`config.mk`:
```
export PLATFORM = sky130hd
export DESIGN_NAME = cra_next_addr
export DESIGN_NICKNAME = d
export VERILOG_FILES = /design/src/rtl/cra_next_addr.sv
export SDC_FILE = /design/constraint.sdc
export NUM_CORES = 1
export LEC_CHECK = 0
export ABC_AREA = 1
export CORE_AREA = 2 2 131 133
export CTS_BUF_LIST = sky130_fd_sc_hd__clkbuf_4 sky130_fd_sc_hd__clkbuf_8
export DETAILED_ROUTE_END_ITERATION = 12
export DIE_AREA = 0 0 133 135
export DONT_BUFFER_PORTS = 1
export GPL_TIMING_DRIVEN = 0
export HOLD_SLACK_MARGIN = 0.02
export MAX_ROUTING_LAYER = met4
export PLACE_DENSITY = 0.7
export SLEW_MARGIN = 10
export SYNTH_ARGS = -nofsm -noshare
export SYNTH_HDL_FRONTEND = slang
export SYNTH_SLANG_ARGS = --single-unit
```
`constraint.sdc`:
```
create_clock -name clk -period 3.1 [get_ports clk]
set_input_delay 0.465 -clock clk [delete_from_list [all_inputs] [get_ports clk]]
set_output_delay 0.465 -clock clk [all_outputs]
set_load 0.005 [all_outputs]
```
`src/rtl/cra_next_addr.sv`:
```
// Microcode sequencer next-address stage with a circular
// CALL/RETURN stack; crAdr feeds the control RAM read.
module cra_next_addr #(
    parameter int                 ADDR_W      = 11,
    parameter int                 STACK_DEPTH = 16,
    parameter logic [ADDR_W-1:0]  FORCE_ADDR  = 11'o1777
) (
    input  logic              clk,
    input  logic              resetN,
    input  logic              advance,
    input  logic              clkForce1777,
    input  logic [ADDR_W-1:0] j,
    input  logic [4:0]        disp,
    input  logic              call,
    input  logic              skipCond,
    input  logic [3:0]        dispIn,
    input  logic [ADDR_W-2:0] dramJ,
    output logic [ADDR_W-1:0] crAdr,
    output logic [$clog2(STACK_DEPTH):0] stackDepth,
    output logic              stackOvf,
    output logic              stackUnf,
    output logic [ADDR_W-1:0] retAddr
);

    localparam int SP_W  = $clog2(STACK_DEPTH);
    localparam int DEP_W = SP_W + 1;

    localparam logic [4:0] D_SKIP = 5'h01;
    localparam logic [4:0] D_DISP = 5'h02;
    localparam logic [4:0] D_DRAM = 5'h03;
    localparam logic [4:0] D_RET  = 5'h04;

    logic [ADDR_W-1:0] mem [STACK_DEPTH];
    logic [SP_W-1:0]   sp, sp_top, sp_pop, sp_nxt;
    logic [DEP_W-1:0]  depth, depth_pop, depth_nxt;
    logic [ADDR_W-1:0] top, nxt;
    logic              ovf_set, unf_set;
    logic              is_skip, is_disp, is_dram, is_ret;

    assign sp_top = sp - SP_W'(1);
    assign top    = (depth != '0) ? mem[sp_top] : '0;

    // force overrides disp, so decode flags are mutually exclusive
    assign is_skip = !clkForce1777 && (disp == D_SKIP);
    assign is_disp = !clkForce1777 && (disp == D_DISP);
    assign is_dram = !clkForce1777 && (disp == D_DRAM);
    assign is_ret  = !clkForce1777 && (disp == D_RET);

    always_comb begin
        sp_pop    = sp;
        depth_pop = depth;
        unf_set   = 1'b0;
        if (is_ret) begin
            if (depth != '0) begin
                sp_pop    = sp_top;
                depth_pop = depth - DEP_W'(1);
            end else begin
                unf_set = 1'b1;
            end
        end
    end

    always_comb begin
        nxt = j;
        unique case (1'b1)
            clkForce1777: nxt = FORCE_ADDR;
            is_skip: nxt = j | {{(ADDR_W-1){1'b0}}, skipCond};
            is_disp: nxt = j | {{(ADDR_W-4){1'b0}}, dispIn};
            is_dram: nxt = {j[ADDR_W-1], dramJ};
            is_ret:  nxt = top | j;
            default: nxt = j;
        endcase
    end

    // push lands in the slot the pop (if any) just freed
    always_comb begin
        sp_nxt    = sp_pop;
        depth_nxt = depth_pop;
        ovf_set   = 1'b0;
        if (call) begin
            sp_nxt = sp_pop + SP_W'(1);
            if (depth_pop == DEP_W'(STACK_DEPTH)) begin
                ovf_set = 1'b1;
            end else begin
                depth_nxt = depth_pop + DEP_W'(1);
            end
        end
    end

    always_ff @(posedge clk or negedge resetN) begin
        if (!resetN) begin
            crAdr    <= '0;
            sp       <= '0;
            depth    <= '0;
            stackOvf <= 1'b0;
            stackUnf <= 1'b0;
        end else if (advance) begin
            crAdr <= nxt;
            sp    <= sp_nxt;
            depth <= depth_nxt;
            if (ovf_set) stackOvf <= 1'b1;
            if (unf_set) stackUnf <= 1'b1;
        end
    end

    always_ff @(posedge clk) begin
        if (advance && call) begin
            mem[sp_pop] <= crAdr;
        end
    end

    assign stackDepth = depth;
    assign retAddr    = top;

endmodule

```
==> results of run 1 <==
==> report_power, final <==
group / switching, uW / leakage [uW] / internal [uW] / total, uW
Sequential: 166 / 0.00183 / 3080 / 3250
Combinational: 1990 / 0.00186 / 945 / 2940
Clock: 902 / 0.000190 / 650 / 1550
Total: 3060 / 0.00388 / 4680 / 7740
==> logic make-up (layout without fill, tap and decap cells) <==
group,Yosys count,count (layout),synth area share
compound gates,37,37,0.0249
flops,198,198,0.653
xor+xnor,4,4,0.00560
fa+ha+maj,8,8,0.0112
buf+inv,103,145,0.0485
simple gates,527,527,0.257
==> cells in the final DEF (no fill, tap or decap), types with 2 or more instances in the layout <==
| cell | count |
|---|---|
| nand2_1 | 287 |
| edfxtp_1 | 176 |
| nand3_1 | 161 |
| inv_1 | 53 |
| nor2_1 | 27 |
| buf_2 | 24 |
| dfrtp_1 | 22 |
| nand3_2 | 21 |
| a21oi_1 | 21 |
| clkbuf_8 | 18 |
| nor2_4 | 15 |
| buf_4 | 9 |
| ha_1 | 8 |
| inv_2 | 7 |
| buf_6 | 5 |
| nand2_2 | 5 |
| nor2_2 | 5 |
| clkinv_2 | 5 |
| o21ai_1 | 4 |
| buf_12 | 4 |
| buf_8 | 3 |
| o21ai_2 | 3 |
| clkinv_1 | 3 |
| nand4_1 | 3 |
| inv_6 | 3 |
| buf_1 | 2 |
| o21bai_1 | 2 |
| clkinv_4 | 2 |
| clkbuf_4 | 2 |
==> critical path: stages, from the launching register on <==
cell	delay [ps]
dfrtp_1	380
buf_6	150
inv_8	100
buf_8	150
ha_1	260
xor2_2	310
buf_6	210
nand3_1	120
nand3_1	170
nand3_2	150
inv_1	100
==> routing by layer <==
| layer | up-vias | wire, um | GRT usage |
|---|---|---|---|
| li1 | 3031 | - | - |
| met1 | 3119 | 8960 | 0.335 |
| met2 | 289 | 10500 | 0.407 |
| met3 | 46 | 1720 | 0.0638 |
| met4 | 0 | 552 | 0.0878 |
| met5 | - | 0 | - |
==> worst min-delay path by stage <==
stage	startpoint	endpoint	slack [ps]
floorplan	resetN	crAdr[0]$_DFFE_PN0P_	170
global placement	resetN	crAdr[9]$_DFFE_PN0P_	170
detailed placement	resetN	crAdr[9]$_DFFE_PN0P_	170
CTS	call	stackOvf$_DFFE_PN0P_	110
global route	call	stackOvf$_DFFE_PN0P_	120
finish	call	stackOvf$_DFFE_PN0P_	130
==> stage by stage <==
stage / util / power [uW] / instances / area [um^2]
2_1_floorplan: - / 4960 / 877 / 8930
4_1_cts: 0.602 / 7620 / 1137 / 9880
3_3_place_gp: 0.561 / 5770 / 1097 / 9210
5_1_grt: 0.607 / 8100 / 1139 / 9950
6_report: 0.607 / 7740 / 1139 / 9950
3_5_place_dp: 0.561 / 5810 / 1097 / 9210
==> registers in the layout, summed over array words and instances (netlist names) <==
| signal | flops |
|---|---|
| stackDepth | 5 |
| stackOvf | 1 |
| mem | 176 |
| sp | 4 |
| stackUnf | 1 |
| crAdr | 11 |
==> final cells by class <==
cell class	instances	area [um^2]
multi-input cells	576	2840
plain buffers	40	279
repair buffers	10	125
clock buffers	19	249
flip-flops and latches	198	5840
clock inverters	13	106
fillers	1325	6450
well taps	220	275
inverters	63	246
==> what timing repair did <==
action / 4_1_cts / 5_1_grt
hold buffers: 1 / 1
pin swaps: 5 / 3
gates resized for setup: 61 / 14
endpoints found under the setup margin: 188 / 120
buffers inserted: 7 / 1
hold endpoints to repair: 22 / 22
==> impl_metrics.json, run 1 <==
{
  "status": "finished clean",
  "max-vdd-ir-drop_v": 0.000467,
  "die_y_um": 135,
  "cts_made_buffers": 17,
  "routedWlPerCell_um": 19.1,
  "clock_latency_ps": 480,
  "timing.rr.end": "mem[14][6]$_DFFE_PP_",
  "yosysMostFrequentCell": "nand2_1",
  "grt_pass1_vias": 6075,
  "cp_max_fo": 10,
  "slew_headroom": 0.483,
  "yosys_warnings": 0,
  "dp_hpwl_um": 14400,
  "rrSetupSlack_ps": 40,
  "cp-start-kind": "flop",
  "r2r_cells": 12,
  "ys_seq_area_frac": 0.653,
  "hold_ws_ps": 134,
  "routabilityCongestion": 0.878,
  "worstPathArrival_ps": 2600,
  "hold_path_depth": 2,
  "htreeDepth": 4,
  "nets": 950,
  "fin_crit_sh": 0.988,
  "cts.sinks": 198,
  "synth_top_area_share": 0.592,
  "firstDrtPassIters": 5,
  "cellPowerDensity_nw_per_um2": 777,
  "syn-cell-area_um2": 8930,
  "yosys-top-cells-count": "nand2_1, edfxtp_1, nand3_1",
  "antenna_cells": 0,
  "synth_ff_type": "edfxtp_1",
  "antenna_found_initial": 0,
  "cp-startpoint": "sp[0]$_DFFE_PN0P_",
  "dp_slack_ps": -993,
  "cp_data_required_time_ps": 2630,
  "cts-root-buf": "clkbuf_8",
  "drtIter0Drc": 747,
  "initial_utilization": 0.544,
  "fin_crit_ps": 3060,
  "syn_to_final_growth_pct": 11.4,
  "rows": 47,
  "avgSynthCellArea_um2": 10.2,
  "drc": 0,
  "synth_top_cells_by_area": "edfxtp_1, nand2_1, nand3_1",
  "synth_cell_types": 35,
  "regToRegStartpoint": "sp[0]$_DFFE_PN0P_",
  "syn-num-nets": 921,
  "fmaxAchievable_mhz": 326,
  "endpoint_kind": "output pin",
  "grt_pass1_wl_um": 33400,
  "viasPerCell": 5.69,
  "synth_top_cell_by_area": "edfxtp_1",
  "core_area_um2": 16400,
  "finalSetupTns_ps": 0,
  "leakage_uw": 0.00388,
  "tritoncts": "yes",
  "clockBufferDepth": 2,
  "final-hold-violation-count": 0,
  "ant_nets": 0,
  "die_area_um2": 18000,
  "slew_viol_final": 0,
  "setup_viol": 0,
  "rsz0062_at_grt": "yes",
  "async_reset_ff_frac": 0.111,
  "die_w_um": 133,
  "grt_max_degree": 23,
  "track_usage": 0.260,
  "synth_edf_count": 176,
  "setup.worst_path.end": "retAddr[4]",
  "maxCapViolations": 0,
  "skew_ps": 14.6,
  "vias": 6485,
  "tightest_slew_ps": 776,
  "routed_wl_um": 21800,
  "critPathKind": "flop to output pin",
  "hold_path_class": "input pin to flop",
  "port_buffers": 0,
  "ys_seq_elements": 198,
  "synthCells": 877,
  "path_clk_slew_ps": 100,
  "ios": 65,
  "grt-ovfl-total": 0,
  "timing.final.ws_setup_ps": 36.5,
  "drive_above_1_share": 0.151
}
(Power assumes the default switching activity.)
==> inputs of run 2 (changes only) <==
- CELL_PAD_IN_SITES_DETAIL_PLACEMENT: default -> 0
- CELL_PAD_IN_SITES_GLOBAL_PLACEMENT: default -> 1
- CORE_AREA: 2 2 131 133 -> 2 2 135 137
- CTS_CLUSTER_SIZE: default -> 12
- DIE_AREA: 0 0 133 135 -> 0 0 137 139
- PLACE_DENSITY: 0.7 -> 0.81
==> impl_metrics.json, run 2 (synthesized netlist as in run 1, its figures left out) <==
{
  "tritoncts": "yes",
  "multiInputGateArea_um2": 2940,
  "firstDrtPassIters": 5,
  "area.sequential_um2": 5840,
  "syn_to_final_growth_pct": 14.2,
  "grt_max_degree": 23,
  "dp_slack_ps": -979,
  "p_seq_frac": 0.411,
  "die_area_um2": 19000,
  "use_met1": 0.355,
  "critPathKind": "flop to output pin",
  "clock_latency_ps": 490,
  "max-vdd-ir-drop_v": 0.000454,
  "vias": 6452,
  "slew_headroom": 0.466,
  "finalSetupTns_ps": 0,
  "internal_power_uw": 4660,
  "hold_path_class": "input pin to flop",
  "cts.sinks": 198,
  "rrSetupSlack_ps": 150,
  "cp_max_fo": 10,
  "fin_total_pwr_uw": 7910,
  "drtIter0Drc": 513,
  "routed_wl_um": 22800,
  "grt_pass1_wl_um": 35900,
  "regToRegStartpoint": "sp[0]$_DFFE_PN0P_",
  "p_clk_frac": 0.205,
  "routabilityCongestion": 0.844,
  "setup_viol": 0,
  "cts-root-buf": "clkbuf_8",
  "htreeDepth": 4,
  "ios": 65,
  "initial_utilization": 0.506,
  "swShare": 0.411,
  "cp_data_required_time_ps": 2630,
  "antenna_cells": 0,
  "port_buffers": 0,
  "tightest_slew_ps": 802,
  "worstPathArrival_ps": 2540,
  "clockBufferDepth": 2,
  "cp-startpoint": "sp[0]$_DFFE_PN0P_",
  "leakage_uw": 0.00394,
  "antenna_found_initial": 0,
  "die_y_um": 139,
  "cts_made_buffers": 17,
  "timing.final.ws_setup_ps": 97.6,
  "skew_ps": 15.5,
  "use_met3": 0.0552,
  "track_usage": 0.263,
  "timing.rr.end": "mem[4][5]$_DFFE_PP_",
  "regMostFlops": "mem",
  "grt_pass1_vias": 6315,
  "worstPathCellList": "buf_6 > inv_8 > buf_8 > ha_2 > buf_8 > clkinv_8 > buf_6 > nand3_1 > nand3_1 > nand3_2 > nand3_2 > inv_1",
  "drc": 0,
  "hold_ws_ps": 138,
  "fill_cells": 1549,
  "routedWlPerCell_um": 19.8,
  "cp-start-kind": "flop",
  "die_w_um": 137,
  "dp_hpwl_um": 15100,
  "r2r_cells": 11,
  "path_clk_slew_ps": 100,
  "fmaxAchievable_mhz": 333,
  "gr-usage-met2": 0.401,
  "p_comb_frac": 0.383,
  "viasPerCell": 5.61,
  "core_area_um2": 17700,
  "slowest_stage": "dfrtp_1",
  "rows": 49,
  "largest_register_ffs": 176,
  "maxCapViolations": 0,
  "placed_cells": 1106,
  "final_common_cell": "nand2_1",
  "crit_path_max_incr_delay_ps": 350,
  "grt-ovfl-total": 0,
  "stdcell_count": 1151,
  "nets": 953,
  "final-hold-violation-count": 0,
  "setup.worst_path.end": "retAddr[7]",
  "cellPowerDensity_nw_per_um2": 775,
  "fin_crit_ps": 3000,
  "final_cell_mix": "nand2_1, edfxtp_1, nand3_1",
  "status": "finished clean",
  "ant_nets": 0,
  "drive_above_1_share": 0.170,
  "p_sw_uw": 3260,
  "fin_crit_sh": 0.969,
  "endpoint_kind": "output pin",
  "slew_viol_final": 0,
  "busiest_layer": "met2"
}
run 2: worst min-delay path by stage:
stage | startpoint | to | slack [ps] | cells after the start
final | call | stackOvf$_DFFE_PN0P_ | 140 | 2
after global placement | resetN | crAdr[6]$_DFFE_PN0P_ | 170 | 0
after floorplan | resetN | crAdr[0]$_DFFE_PN0P_ | 170 | 0
after CTS | call | stackOvf$_DFFE_PN0P_ | 110 | 2
after detailed placement | resetN | crAdr[6]$_DFFE_PN0P_ | 170 | 0
after global routing | call | stackOvf$_DFFE_PN0P_ | 130 | 2
run 2: cell type report:
cell class / instances / area share
Multi-Input combinational cell: 576 / 0.288
Clock buffer: 17 / 0.0229
Buffer: 40 / 0.0277
Clock inverter: 15 / 0.0151
Sequential cell: 198 / 0.572
Timing Repair Buffer: 13 / 0.0208
Tap cell: 229 / 0.0281
Inverter: 63 / 0.0251
run 2: power groups by stage:
| stage | registers [uW] | logic (uW) | clock network (uW) |
|---|---|---|---|
| after floorplan | 3240 | 1720 | 0 |
| after global placement | 3310 | 2520 | 0 |
| after detailed placement | 3310 | 2550 | 0 |
| after CTS | 3250 | 2920 | 1640 |
| after global routing | 3280 | 3310 | 1750 |
| final | 3260 | 3030 | 1630 |
run 2: layer usage:
layer	vias up	share of wire
met3	35	0.063
met2	206	0.49
li1	3041	-
met1	3170	0.43
met5	-	0
met4	0	0.025
run 2: through the flow:
stage	util	cell area, um^2
global route	0.578	10200
global placement	0.522	9220
CTS	0.570	10100
floorplan	-	8930
finish	0.578	10200
detailed placement	0.522	9220
run 2: timing repair:
action,in CTS,in global routing
resized for setup,85,17
pin swaps,7,4
endpoints found under the hold margin,22,0
cloned,0,0
hold buffers,2,0
buffers inserted,6,5
endpoints found under the setup margin,188,177
run 2: worst max-delay path: cells and delay by family (launching register included):
kind / cells / cell delay [ps]
adder cells (fa/ha/maj): 1 / 330
buffers and inverters: 7 / 890
flip-flops: 1 / 350
AND/OR/NAND/NOR: 4 / 470
==> inputs of run 3 (changes only) <==
- CELL_PAD_IN_SITES_DETAIL_PLACEMENT: 0 -> 1
==> impl_metrics.json, run 3 (synthesized netlist as in run 1, its figures left out) <==
{
  "critPathKind": "flop to output pin",
  "largest_register_ffs": 176,
  "stdcell_count": 1147,
  "regMostFlops": "mem",
  "tightest_slew_ps": 1110,
  "final_area_um2": 10100,
  "drtIter0Drc": 623,
  "drive_above_1_share": 0.166,
  "track_usage": 0.306,
  "firstDrtPassIters": 5,
  "endpoint_kind": "output pin",
  "nets": 949,
  "antenna_found_initial": 0,
  "worstPathArrival_ps": 2650,
  "routabilityCongestion": 0.844,
  "placed_cells": 1106,
  "final-hold-violation-count": 0,
  "skew_ps": 23.3,
  "die_y_um": 139,
  "grt-ovfl-total": 0,
  "max-vdd-ir-drop_v": 0.000373,
  "viasPerCell": 5.90,
  "routed_wl_um": 27100,
  "hold_ws_ps": 119,
  "cellPowerDensity_nw_per_um2": 812,
  "cp-start-kind": "flop",
  "routedWlPerCell_um": 23.6,
  "rows": 49,
  "violations": "negative setup slack",
  "grt_pass1_vias": 7275,
  "path_clk_slew_ps": 120,
  "leakage_uw": 0.00392,
  "grt_pass1_wl_um": 41700,
  "antenna_cells": 0,
  "tritoncts": "yes",
  "clock_latency_ps": 500,
  "die_area_um2": 19000,
  "cts_made_buffers": 17,
  "core_area_um2": 17700,
  "cts.sinks": 198,
  "hold_path_class": "input pin to flop",
  "slew_headroom": 0.259,
  "drc": 0,
  "timing.final.ws_setup_ps": -18.1,
  "clockBufferDepth": 2,
  "syn_to_final_growth_pct": 13.5,
  "vias": 6772,
  "final_common_cell": "nand2_1",
  "fin_total_pwr_uw": 8240,
  "slew_viol_final": 0,
  "dp_hpwl_um": 17500,
  "final_cell_mix": "nand2_1, edfxtp_1, nand3_1",
  "ios": 65,
  "ant_nets": 0,
  "cts-root-buf": "clkbuf_8",
  "finalSetupTns_ps": -18.1,
  "cp_data_required_time_ps": 2630,
  "grt_max_degree": 23,
  "maxCapViolations": 0,
  "fmaxAchievable_mhz": 321,
  "htreeDepth": 4,
  "fin_crit_ps": 3120,
  "status": "complete, but fails checks",
  "die_w_um": 137,
  "place_area_um2": 9220,
  "fin_crit_sh": 1.01,
  "port_buffers": 0,
  "initial_utilization": 0.506,
  "setup_viol": 1,
  "cp_max_fo": 10
}
run 3: per-stage QoR:
stage,setup slack [ps],utilization
after CTS,-16.7,0.572
final,-18.1,0.574
after global placement,-896,0.522
after detailed placement,-1030,0.522
after global routing,-44.7,0.574
after floorplan,239,-
run 3: cell type report:
type / count / area [um^2]
Multi-Input combinational cell: 576 / 2950
Buffer: 40 / 293
Clock inverter: 15 / 170
Inverter: 63 / 249
Sequential cell: 198 / 5840
Tap cell: 229 / 287
Fill cell: 1959 / 7520
Clock buffer: 17 / 234
Timing Repair Buffer: 9 / 120
run 3: timing repair:
| item | in CTS | in global routing |
|---|---|---|
| pin swaps | 10 | 1 |
| buffers inserted | 8 | 0 |
| hold buffers | 1 | 0 |
| endpoints found under the setup margin | 191 | 182 |
| resized for setup | 92 | 9 |
| hold endpoints to repair | 22 | 0 |
run 3: worst max-delay path, cell delays in order, from the launching register on:
cell and delay, ps:
dfrtp_1 420, buf_6 160, inv_6 110, buf_8 180, ha_4 220, buf_6 160
inv_8 100, buf_8 150, nand2_1 100, nand3_1 110, nand3_1 90, nand2_1 130
nand2_2 110, inv_1 90
run 3: final timing paths:
path | start | endpoint | slack, ps | cells past startpoint
setup / recovery | sp[0]$_DFFE_PN0P_ | retAddr[1] | -20 | 13
hold / removal | call | stackOvf$_DFFE_PN0P_ | 120 | 2
setup reg to reg | sp[0]$_DFFE_PN0P_ | mem[2][5]$_DFFE_PP_ | 50 | 12
hold reg to reg | stackOvf$_DFFE_PN0P_ | stackOvf$_DFFE_PN0P_ | 530 | 1
max in group asynchronous | resetN | crAdr[4]$_DFFE_PN0P_ | 1810 | 1
min in group asynchronous | resetN | crAdr[0]$_DFFE_PN0P_ | 620 | 1
run 3: routing by layer:
layer | part of all wire | vias up | wire length (um) | global-route usage
li1 | - | 3038 | - | -
met1 | 0.39 | 3426 | 10700 | 0.373
met2 | 0.51 | 239 | 13900 | 0.500
met3 | 0.056 | 69 | 1510 | 0.0559
met4 | 0.039 | 0 | 1050 | 0.125
met5 | 0 | - | 0 | -
run 3: where the power goes:
group	switching, uW	internal, uW	leakage (uW)
clock network	1040	675	0.000202
logic	2240	1010	0.00189
registers	186	3080	0.00183
